### config.mk
export PLATFORM = sky130hd
export DESIGN_NAME = leb128_fetch_flat
export DESIGN_NICKNAME = d
export VERILOG_FILES = /design/src/rtl/leb128_fetch_if.sv /design/src/rtl/leb128_fetch.sv /design/src/flat_wrapper.sv
export SDC_FILE = /design/constraint.sdc
export NUM_CORES = 1
export LEC_CHECK = 0
export BUFFER_PORTS_ARGS = -buffer_cell sky130_fd_sc_hd__buf_2
export CORE_MARGIN = 3
export CORE_UTILIZATION = 30
export DETAILED_ROUTE_END_ITERATION = 7
export GPL_ROUTABILITY_DRIVEN = 1
export PLACE_DENSITY = 0.5
export SYNTH_ARGS = -nofsm -noshare
export SYNTH_HDL_FRONTEND = slang
export SYNTH_SLANG_ARGS = --single-unit
### constraint.sdc
create_clock -name clk -period 7.2 [get_ports clk]
set_clock_uncertainty 0.15 [all_clocks]
set_input_delay 0.36 -clock clk [delete_from_list [all_inputs] [get_ports clk]]
set_output_delay 0.36 -clock clk [all_outputs]
set_load 0.02 [all_outputs]
### src/rtl/leb128_fetch_if.sv
// Request/result and ROM-bus bundle for the LEB128 immediate fetcher.
// fsm_state mirrors the decoder's state register (0 IDLE, 1 FETCH, 2 READ, 3 DONE).
interface leb128_fetch_if #(
  parameter int MEM_DEPTH = 4,
  parameter int MEM_EXTRA = 4
) ();
  // Handshake: start is accepted only on a rising edge where busy is low;
  // busy stays high from that edge through the DONE cycle, and done pulses
  // for exactly one cycle while value/len/error are valid (no back-pressure).
  logic                         start;
  logic [MEM_DEPTH:0]           pc;
  logic                         is_signed;
  logic                         is64;
  logic                         busy;
  logic                         done;
  logic [63:0]                  value;
  logic [3:0]                   len;
  logic [1:0]                   error;
  logic [MEM_DEPTH:0]           mem_addr;
  logic [MEM_EXTRA-1:0]         mem_extra;
  logic [(2**MEM_EXTRA)*8-1:0]  mem_data;
  logic                         mem_error;
  logic [1:0]                   fsm_state;

  modport slave (
    input  start, pc, is_signed, is64, mem_data, mem_error,
    output busy, done, value, len, error, mem_addr, mem_extra, fsm_state
  );

  modport master (
    output start, pc, is_signed, is64, mem_data, mem_error,
    input  busy, done, value, len, error, mem_addr, mem_extra, fsm_state
  );
endinterface

### src/rtl/leb128_fetch.sv
// LEB128 immediate decoder reading one byte per FETCH/READ pair from a synchronous ROM.
// Define LEB128_STRICT_EN to reject maximum-length final bytes with bits beyond the target width.
module leb128_fetch #(
  parameter int MEM_DEPTH = 4,
  parameter int MEM_EXTRA = 4
) (
  input logic            clk,
  input logic            reset,
  leb128_fetch_if.slave  bus
);

  localparam int AW = MEM_DEPTH + 1;
  localparam int DW = (2**MEM_EXTRA) * 8;

  typedef enum logic [1:0] {
    IDLE  = 2'd0,
    FETCH = 2'd1,
    READ  = 2'd2,
    DONE  = 2'd3
  } state_t;

  state_t        state;
  state_t        next_state;

  logic [AW-1:0] pc_q;
  logic          signed_q;
  logic          is64_q;
  logic [3:0]    count;
  logic [69:0]   acc;
  logic [63:0]   value_q;
  logic [3:0]    len_q;
  logic [1:0]    error_q;

  logic [7:0]    byte_in;
  logic [3:0]    max_len;
  logic [3:0]    len_now;
  logic          last_byte;
  logic [6:0]    shamt;
  logic [6:0]    top_bit;
  logic [69:0]   acc_next;
  logic [69:0]   sext_mask;
  logic [69:0]   ext;
  logic [63:0]   result;
  logic          strict_bad;
  logic          finish;
  logic [1:0]    finish_err;

  // ------------------------------------------------------------------
  // Datapath: fold the current byte into the accumulator and form the
  // result as if this byte were the last one.
  // ------------------------------------------------------------------
  always_comb begin
    byte_in   = bus.mem_data[7:0];
    max_len   = is64_q ? 4'd10 : 4'd5;
    len_now   = count + 4'd1;
    last_byte = (len_now == max_len);
    shamt     = {3'b000, count} * 7'd7;
    top_bit   = ({3'b000, len_now} * 7'd7) - 7'd1;
    acc_next  = acc | ({63'd0, byte_in[6:0]} << shamt);
    sext_mask = {70{1'b1}} << ({3'b000, len_now} * 7'd7);
    ext       = (signed_q && acc_next[top_bit]) ? (acc_next | sext_mask) : acc_next;
    result    = is64_q ? ext[63:0] : {32'd0, ext[31:0]};
  end

`ifdef LEB128_STRICT_EN
  // On a maximum-length byte the bits past the target width must be a
  // plain zero extension (unsigned) or a copy of the sign bit (signed).
  always_comb begin
    strict_bad = 1'b0;
    if (last_byte) begin
      if (is64_q) begin
        if (signed_q) strict_bad = !((byte_in[6:0] == 7'h00) || (byte_in[6:0] == 7'h7F));
        else          strict_bad = |byte_in[6:1];
      end else begin
        if (signed_q) strict_bad = !((byte_in[6:3] == 4'h0) || (byte_in[6:3] == 4'hF));
        else          strict_bad = |byte_in[6:4];
      end
    end
  end
`else
  assign strict_bad = 1'b0;
`endif

  // ------------------------------------------------------------------
  // FSM next-state logic
  // ------------------------------------------------------------------
  always_comb begin
    next_state = state;
    finish     = 1'b0;
    finish_err = 2'd0;
    case (state)
      IDLE: begin
        if (bus.start) next_state = FETCH;
      end
      FETCH: begin
        next_state = READ;
      end
      READ: begin
        if (bus.mem_error) begin
          next_state = DONE;
          finish     = 1'b1;
          finish_err = 2'd1;
        end else if (byte_in[7]) begin
          if (last_byte) begin
            next_state = DONE;
            finish     = 1'b1;
            finish_err = 2'd2;
          end else begin
            next_state = FETCH;
          end
        end else begin
          next_state = DONE;
          finish     = 1'b1;
          finish_err = strict_bad ? 2'd3 : 2'd0;
        end
      end
      DONE: begin
        next_state = IDLE;
      end
      default: begin
        next_state = IDLE;
      end
    endcase
  end

  always_ff @(posedge clk or negedge reset) begin
    if (!reset) state <= IDLE;
    else        state <= next_state;
  end

  // ------------------------------------------------------------------
  // Request latch, byte counter and accumulator
  // ------------------------------------------------------------------
  always_ff @(posedge clk or negedge reset) begin
    if (!reset) begin
      pc_q     <= '0;
      signed_q <= 1'b0;
      is64_q   <= 1'b0;
      count    <= 4'd0;
      acc      <= '0;
    end else begin
      if (state == IDLE && bus.start) begin
        pc_q     <= bus.pc;
        signed_q <= bus.is_signed;
        is64_q   <= bus.is64;
        count    <= 4'd0;
        acc      <= '0;
      end else if (state == READ) begin
        count <= len_now;
        acc   <= acc_next;
      end
    end
  end

  // Results are written once per decode and held until the next one finishes.
  always_ff @(posedge clk or negedge reset) begin
    if (!reset) begin
      value_q <= 64'd0;
      len_q   <= 4'd0;
      error_q <= 2'd0;
    end else if (finish) begin
      value_q <= (finish_err == 2'd0) ? result : 64'd0;
      len_q   <= len_now;
      error_q <= finish_err;
    end
  end

  // ------------------------------------------------------------------
  // Outputs
  // ------------------------------------------------------------------
  // The address is valid in FETCH (ROM samples it) and held through READ.
  assign bus.mem_addr  = (state == FETCH || state == READ) ? (pc_q + AW'(count)) : '0;
  assign bus.mem_extra = '0;
  assign bus.busy      = (state != IDLE);
  assign bus.done      = (state == DONE);
  assign bus.value     = value_q;
  assign bus.len       = len_q;
  assign bus.error     = error_q;
  assign bus.fsm_state = state;

  logic unused_bits;
  assign unused_bits = ^{bus.mem_data[DW-1:8], ext[69:64]};

endmodule

### src/flat_wrapper.sv
// flat-port wrapper written by rule: the top's interface ports become plain ports
module leb128_fetch_flat 
#(
  parameter int MEM_DEPTH = 4,
  parameter int MEM_EXTRA = 4
)
  (clk, reset, bus_start, bus_pc, bus_is_signed, bus_is64, bus_mem_data, bus_mem_error, bus_busy, bus_done, bus_value, bus_len, bus_error, bus_mem_addr, bus_mem_extra, bus_fsm_state);
  leb128_fetch_if #(.MEM_DEPTH(MEM_DEPTH), .MEM_EXTRA(MEM_EXTRA)) bus_i ();
  input logic clk;
  input logic reset;
  input wire logic [$bits(bus_i.start)-1:0] bus_start;
  input wire logic [$bits(bus_i.pc)-1:0] bus_pc;
  input wire logic [$bits(bus_i.is_signed)-1:0] bus_is_signed;
  input wire logic [$bits(bus_i.is64)-1:0] bus_is64;
  input wire logic [$bits(bus_i.mem_data)-1:0] bus_mem_data;
  input wire logic [$bits(bus_i.mem_error)-1:0] bus_mem_error;
  output wire logic [$bits(bus_i.busy)-1:0] bus_busy;
  output wire logic [$bits(bus_i.done)-1:0] bus_done;
  output wire logic [$bits(bus_i.value)-1:0] bus_value;
  output wire logic [$bits(bus_i.len)-1:0] bus_len;
  output wire logic [$bits(bus_i.error)-1:0] bus_error;
  output wire logic [$bits(bus_i.mem_addr)-1:0] bus_mem_addr;
  output wire logic [$bits(bus_i.mem_extra)-1:0] bus_mem_extra;
  output wire logic [$bits(bus_i.fsm_state)-1:0] bus_fsm_state;
  assign bus_i.start = bus_start;
  assign bus_i.pc = bus_pc;
  assign bus_i.is_signed = bus_is_signed;
  assign bus_i.is64 = bus_is64;
  assign bus_i.mem_data = bus_mem_data;
  assign bus_i.mem_error = bus_mem_error;
  assign bus_busy = bus_i.busy;
  assign bus_done = bus_i.done;
  assign bus_value = bus_i.value;
  assign bus_len = bus_i.len;
  assign bus_error = bus_i.error;
  assign bus_mem_addr = bus_i.mem_addr;
  assign bus_mem_extra = bus_i.mem_extra;
  assign bus_fsm_state = bus_i.fsm_state;
  leb128_fetch #(.MEM_DEPTH(MEM_DEPTH), .MEM_EXTRA(MEM_EXTRA)) u_core (.clk(clk), .reset(reset), .bus(bus_i));
endmodule
== Word level (Yosys, flattened, before mapping) ==
Cells that the tools add are included.

* Add/sub/neg operators: 3
* Multiply operators: 2
* $lt $le $gt $ge: 1
* Eq/ne operators: 5
* Shift-type cells: 2
* Mux-type cells: 24
* Bitwise operators: 2
* Reductions and logical operators: 7

{| class="wikitable"
|+ Operators with widths
! operator !! number
|-
| 2-to-1 mux 64 bit || 3
|-
| 2-to-1 mux 70 bit || 2
|-
| OR 70 bit || 1
|-
| left shift 7 x 7 -> 70 bit || 1
|-
| left shift 70 x 7 -> 64 bit, first input constant || 1
|-
| OR 64 bit || 1
|-
| 2-to-1 mux 2 bit || 8
|-
| multiplier 4 x 3 -> 7 bit, second input constant || 2
|-
| 2-to-1 mux 4 bit || 3
|-
| < comparator 7 x 8 -> 1 bit, second input constant || 1
|-
| one-hot mux 2 bit (4 select lines) || 1
|-
| binary-select mux 1 bit (select 7 bit) || 1
|-
| subtractor 7 x 1 -> 7 bit, second input constant || 1
|-
| adder 5 x 4 -> 5 bit || 1
|-
| 2-to-1 mux 1 bit || 5
|-
| 2-to-1 mux 5 bit || 1
|-
| adder 4 x 1 -> 4 bit, second input constant || 1
|-
| equality test 2 bit, second input constant || 2
|-
| equality test 4 bit || 1
|-
| logical NOT 2 bit || 2
|-
| nonzero test 2 bit || 2
|-
| equality test 2 x 1 -> 1 bit, second input constant || 1
|-
| logical AND 1 bit || 2
|-
| != test 2 bit, second input constant || 1
|-
| logical OR 1 bit || 1
|}

* Flip-flop bits (word level): 153
* Input bits: 139
* Output and inout bits: 83

== Depth between registers and ports, before layout ==
* Depth in word-level cells: 9
* Mapped depth: 22

== Least setup slack after synthesis ==
Ideal clock, no wire load.

* Path kind: flip-flop to flip-flop
* From: register u_core.count[0]
* To: register u_core.value_q[19], in the netlist u_core.bus.value[19]
* Setup time: 143 ps
* Data arrival time: 4,813 ps
* Required time: 6,907 ps
* Path slack: 2,094 ps
* Cell stages (with the launch flop): 22
* Path buffers: 8
* Clock period less this slack: 5,106 ps
* Cell sequence: dfrtp_1 -> buf_4 -> buf_2 -> inv_2 -> ha_1 -> buf_1 -> nor2b_1 -> nor2_1 -> xnor2_1 -> ha_1 -> clkbuf_1 -> clkbuf_1 -> inv_1 -> ha_1 -> clkbuf_1 -> clkbuf_1 -> o2111ai_1 -> o31ai_1 -> o32ai_1 -> o22ai_2 -> buf_4 -> o41ai_2

* Word-level cells in the longest chain between the ends: 9
* Elaborated cells between the ends (all ways): 24

{| class="wikitable"
|+ Ends and longest elaborated chain
! what !! RTL line !! RTL
|-
| from (decl) || leb128_fetch.sv:28 || <nowiki>logic [3:0] count;</nowiki>
|-
| from (signal assigned) || leb128_fetch.sv:149 || <nowiki>count <= len_now;</nowiki>
|-
| adder 4 x 1 -> 4 bit * || leb128_fetch.sv:55 || <nowiki>len_now = count + 4'd1;</nowiki>
|-
| via u_core.len_now[0] || leb128_fetch.sv:36 || <nowiki>logic [3:0] len_now;</nowiki>
|-
| multiplier 4 x 3 -> 7 bit || leb128_fetch.sv:58, leb128_fetch.sv:60 ||
|-
| subtractor 7 x 1 -> 7 bit || leb128_fetch.sv:58 || <nowiki>top_bit = ({3'b000, len_now} * 7'd7) - 7'd1;</nowiki>
|-
| binary-select mux 1 bit (select 7 bit) || leb128_fetch.sv:61 || <nowiki>ext = (signed_q && acc_next[top_bit]) ? (acc_next | sext_mask) : acc_next;</nowiki>
|-
| 2-to-1 mux 1 bit (implied by the code) || leb128_fetch.sv:61 ||
|-
| logical AND 1 bit || leb128_fetch.sv:61 ||
|-
| 2-to-1 mux 64 bit || leb128_fetch.sv:61 ||
|-
| 2-to-1 mux 64 bit || leb128_fetch.sv:62 || <nowiki>result = is64_q ? ext[63:0] : {32'd0, ext[31:0]};</nowiki>
|-
| 2-to-1 mux 64 bit || leb128_fetch.sv:162 || <nowiki>value_q <= (finish_err == 2'd0) ? result : 64'd0;</nowiki>
|-
| to (signal assigned) || leb128_fetch.sv:162 ||
|-
| to (decl) || leb128_fetch.sv:30 || <nowiki>logic [63:0] value_q;</nowiki>
|}

The timed path passes the listed nets; every way through them passes the cells marked *. The select of a mux whose other input is x is not followed.
A chain may end at the register's enable or synchronous reset.

== Worst setup path after layout ==
* From: register u_core.count[0]
* To: register u_core.value_q[25], in the netlist u_core.bus.value[25]

The elaborated chain is that of the path after synthesis.

==> results_dict.tcl <==
set metrics [dict create \
    holdCritPathClass "in2reg" \
    placementRows 63 \
    grt_max_degree 83 \
    synthFlopType "sky130_fd_sc_hd__dfrtp_1" \
    rsz_0062_raised_after_global_routing "no" \
    area_delta_synth_final_pct 14.9 \
    post-cts-setup-buffers 0 \
    drive_gt1_share_pct 19.4 \
    drc_errors 0 \
    drt_iter0_drc 1111 \
    fmax_ghz 0.170 \
    worst_hold_path.num_cells 2 \
    crit_path_end "u_core.bus.value[25]" \
    detail_route.vias_per_cell 5.92 \
    rr_endpoint "u_core.bus.value[25]" \
    yosys-top-cells-area "sky130_fd_sc_hd__dfrtp_1 42%, sky130_fd_sc_hd__a21oi_1 7.7%, sky130_fd_sc_hd__nor2_1 6.5%" \
    timing.max_slew.rel_slack_pct 29.8 \
    initial_utilization_pct 30.7 \
    synthesis.instances 1043 \
    tritoncts_clock_tree "done" \
    ys_async_sr_fraction_pct 100 \
    detail_route.wl_per_cell_um 23.8 \
    fp.coreArea_um2 29900 \
    synth.top_cell.area_share_pct 41.7 \
    crit_slowest_cell "sky130_fd_sc_hd__ha_1" \
    postRouteWirelength_um 35300 \
    clk-insertion-delay-late_ns 0.44 \
    antenna_found_initial 2 \
    drv.max_cap_violation_count 0 \
    synthesized_flop_and_latch_total 153 \
    fillerInstances 3079 \
    die_h_um 181 \
    sequential_fraction_of_the_synthesis_area_pct 41.7 \
    die_w_um 181 \
    startpoint_type "flop" \
    crit_path_end_kind "flop" \
    grt_pass1_wl_um 54000 \
    boundaryPins 222 \
    cts_made_buffers 17 \
    arrival_ns 6.00 \
    worst-slew-pin-transition_ns 1.05 \
    die-area_um2 32700 \
    startpoint "u_core.count[0]" \
    timing.setup.critical_path_class "reg2reg" \
    worst-r2r-cell-count 17 \
    synth.largest_area_cell "sky130_fd_sc_hd__dfrtp_1" \
    crit_required_ns 7.33 \
    grt_pass1_vias 8211 \
    hold_viol 0 \
    timing_max_transition_violations_final 0 \
    reg2reg_from "u_core.count[0]" \
    clk_pin_slew_worst_paths_ns 0.06 \
    post_synth_edffs 0 \
    groute.usage.overall_pct 21.1 \
    multiInputGateArea_um2 4860 \
    setup_viol_count_final 0 \
    netlist_area_um2 9180 \
    numClockSinks 153 \
    insertedDiodeCount 0 \
    worstPathMaxFanout 63 \
    antenna_violating_nets_post_route 0 \
    maximum_buffer_depth_of_the_clock_tree 2 \
    detailedRoute.firstPassIterationCount 7 \
    synth_warnings 0 \
    gp_congestion 0.866 \
    status "complete, no violations" \
    syn-mean-instance-area_um2 8.80 \
    aggregate_global_routing_overflow 0 \
    route.vias.total 8778 \
    yosys.cell_types.count 67 \
    reg2reg_slack_ns 1.33 \
    area.sequential_um2 3830 \
    timing.critical_path.cells "inv_2 -> ha_1 -> nor2b_1 -> nor2_1 -> buf_4 -> xnor2_1 -> ha_1 -> buf_4 -> inv_1 -> ha_1 -> a211o_1 -> a311oi_1 -> a311oi_1 -> o31ai_2 -> nor2_4 -> buf_4 -> o41ai_2" \
    critPathMaxStageDelay_ns 0.87 \
    worstHoldStart "bus_pc[4]" \
    htree_num_levels 4 \
    buffer_ports.inserted 97 \
    cts-root-buf "sky130_fd_sc_hd__clkbuf_16" \
    min_period_ns 5.87 \
    detailedPlacementHpwl_um 23500 \
    finalCritPeriodShare_pct 81.5 \
    finalSetupTns_ns 0 \
    nNetsFinal 1240 \
]
## cell usage in the layout (no fill, tap or decap), types with 10 or more instances in the layout
cell type,count
sky130_fd_sc_hd__dfrtp_1,152
sky130_fd_sc_hd__o41ai_2,29
sky130_fd_sc_hd__buf_2,96
sky130_fd_sc_hd__a31oi_1,71
sky130_fd_sc_hd__o21ai_0,29
sky130_fd_sc_hd__clkbuf_16,17
sky130_fd_sc_hd__o31ai_1,36
sky130_fd_sc_hd__mux2_2,14
sky130_fd_sc_hd__nand3_1,12
sky130_fd_sc_hd__nor2_1,159
sky130_fd_sc_hd__and2_1,16
sky130_fd_sc_hd__buf_4,22
sky130_fd_sc_hd__mux2i_1,11
sky130_fd_sc_hd__a311oi_1,10
sky130_fd_sc_hd__nor3_1,14
sky130_fd_sc_hd__a21oi_1,142
sky130_fd_sc_hd__a211oi_1,13
sky130_fd_sc_hd__inv_1,14
sky130_fd_sc_hd__ha_1,18
sky130_fd_sc_hd__nor2b_1,13
sky130_fd_sc_hd__xnor2_1,16
sky130_fd_sc_hd__nand2_1,67
## how the worst min path moves through the flow
stage	to	slack, ns
6_report	u_core.pc_q[4]	0.02
5_1_grt	u_core.pc_q[2]	0.01
4_1_cts	u_core.pc_q[4]	0.0008
3_5_place_dp	u_core.bus.value[45]	0.31
3_3_place_gp	u_core.bus.value[45]	0.32
2_1_floorplan	u_core.acc[0]	-0.09
## layout make-up
cell class / instances / area share, %
flip-flops and latches: 153 / 36.3
clock inverters: 12 / 1.43
multi-input cells: 770 / 46.1
clock buffers: 19 / 4.20
repair buffers: 124 / 6.79
well taps: 390 / 4.62
inverters: 16 / 0.569
## Yosys cell counts, types with 7 or more instances
| library cell | number |
|---|---|
| sky130_fd_sc_hd__clkbuf_1 | 68 |
| sky130_fd_sc_hd__o41ai_2 | 29 |
| sky130_fd_sc_hd__ha_1 | 18 |
| sky130_fd_sc_hd__a311oi_1 | 10 |
| sky130_fd_sc_hd__o31ai_1 | 36 |
| sky130_fd_sc_hd__a21oi_1 | 142 |
| sky130_fd_sc_hd__and2_1 | 18 |
| sky130_fd_sc_hd__a41oi_1 | 7 |
| sky130_fd_sc_hd__o21ai_0 | 29 |
| sky130_fd_sc_hd__inv_1 | 14 |
| sky130_fd_sc_hd__nor2_1 | 159 |
| sky130_fd_sc_hd__nand2_1 | 67 |
| sky130_fd_sc_hd__a211oi_1 | 13 |
| sky130_fd_sc_hd__buf_2 | 24 |
| sky130_fd_sc_hd__nor3_1 | 14 |
| sky130_fd_sc_hd__buf_4 | 10 |
| sky130_fd_sc_hd__mux2_2 | 14 |
| sky130_fd_sc_hd__nand3_1 | 13 |
| sky130_fd_sc_hd__dfrtp_1 | 153 |
| sky130_fd_sc_hd__xnor2_1 | 17 |
| sky130_fd_sc_hd__mux2i_1 | 11 |
| sky130_fd_sc_hd__a31oi_1 | 71 |
| sky130_fd_sc_hd__nor2b_1 | 14 |
## routing by layer
metal / track usage (%) / part of all wire [%]
met4: 8.04 / 3.0
met5: 0 / 0.040
met3: 3.22 / 7.1
met1: 30.5 / 45
met2: 32.0 / 45
## cell families after synthesis
family	synth area share, %
other	0.0408
muxes	2.92
adders and majority gates	2.78
buffers and inverters	5.76
DFF	41.7
and+or+nand+nor	15.9
AOI/OAI and AO/OA	28.7
xor gates and xnor gates	2.26
## flip-flops by register name (all words and copies together) (netlist names)
signal / cells
u_core.is64_q: 1
u_core.bus.len: 4
u_core.count: 4
u_core.pc_q: 5
u_core.bus.error: 2
u_core.bus.fsm_state: 2
u_core.acc: 70
u_core.bus.value: 64
u_core.signed_q: 1
## critical path: cells and delay by family, from the launching register on
kind | cells | cell delay [ns]
xor gates and xnor gates | 1 | 0.14
buffers and inverters | 5 | 1.68
AOI/OAI and AO/OA | 5 | 1.01
and+or+nand+nor | 3 | 0.65
DFF | 1 | 0.50
adders and majority gates | 3 | 1.48
## stage by stage
step | cells | hold WS [ns] | setup slack [ns] | cell area (um^2) | utilization [%]
after floorplan | 1046 | -0.0856 | 2.09 | 9190 | -
after global placement | 1449 | 0.316 | 1.54 | 9920 | 33.2
after detailed placement | 1449 | 0.308 | 1.56 | 9920 | 33.2
after CTS | 1484 | 0.000838 | 1.54 | 10600 | 35.3
after global routing | 1484 | 0.0104 | 1.19 | 10600 | 35.3
final | 1484 | 0.0161 | 1.33 | 10600 | 35.3
## repair_timing
item | 4_1_cts | 5_1_grt
hold buffers | 4 | 0
endpoints found under the hold margin | 84 | 0
gates resized for setup | 0 | 0
Power is not shown: default switching activity piles up to over one toggle a cycle in this logic, so the estimate is an artifact.
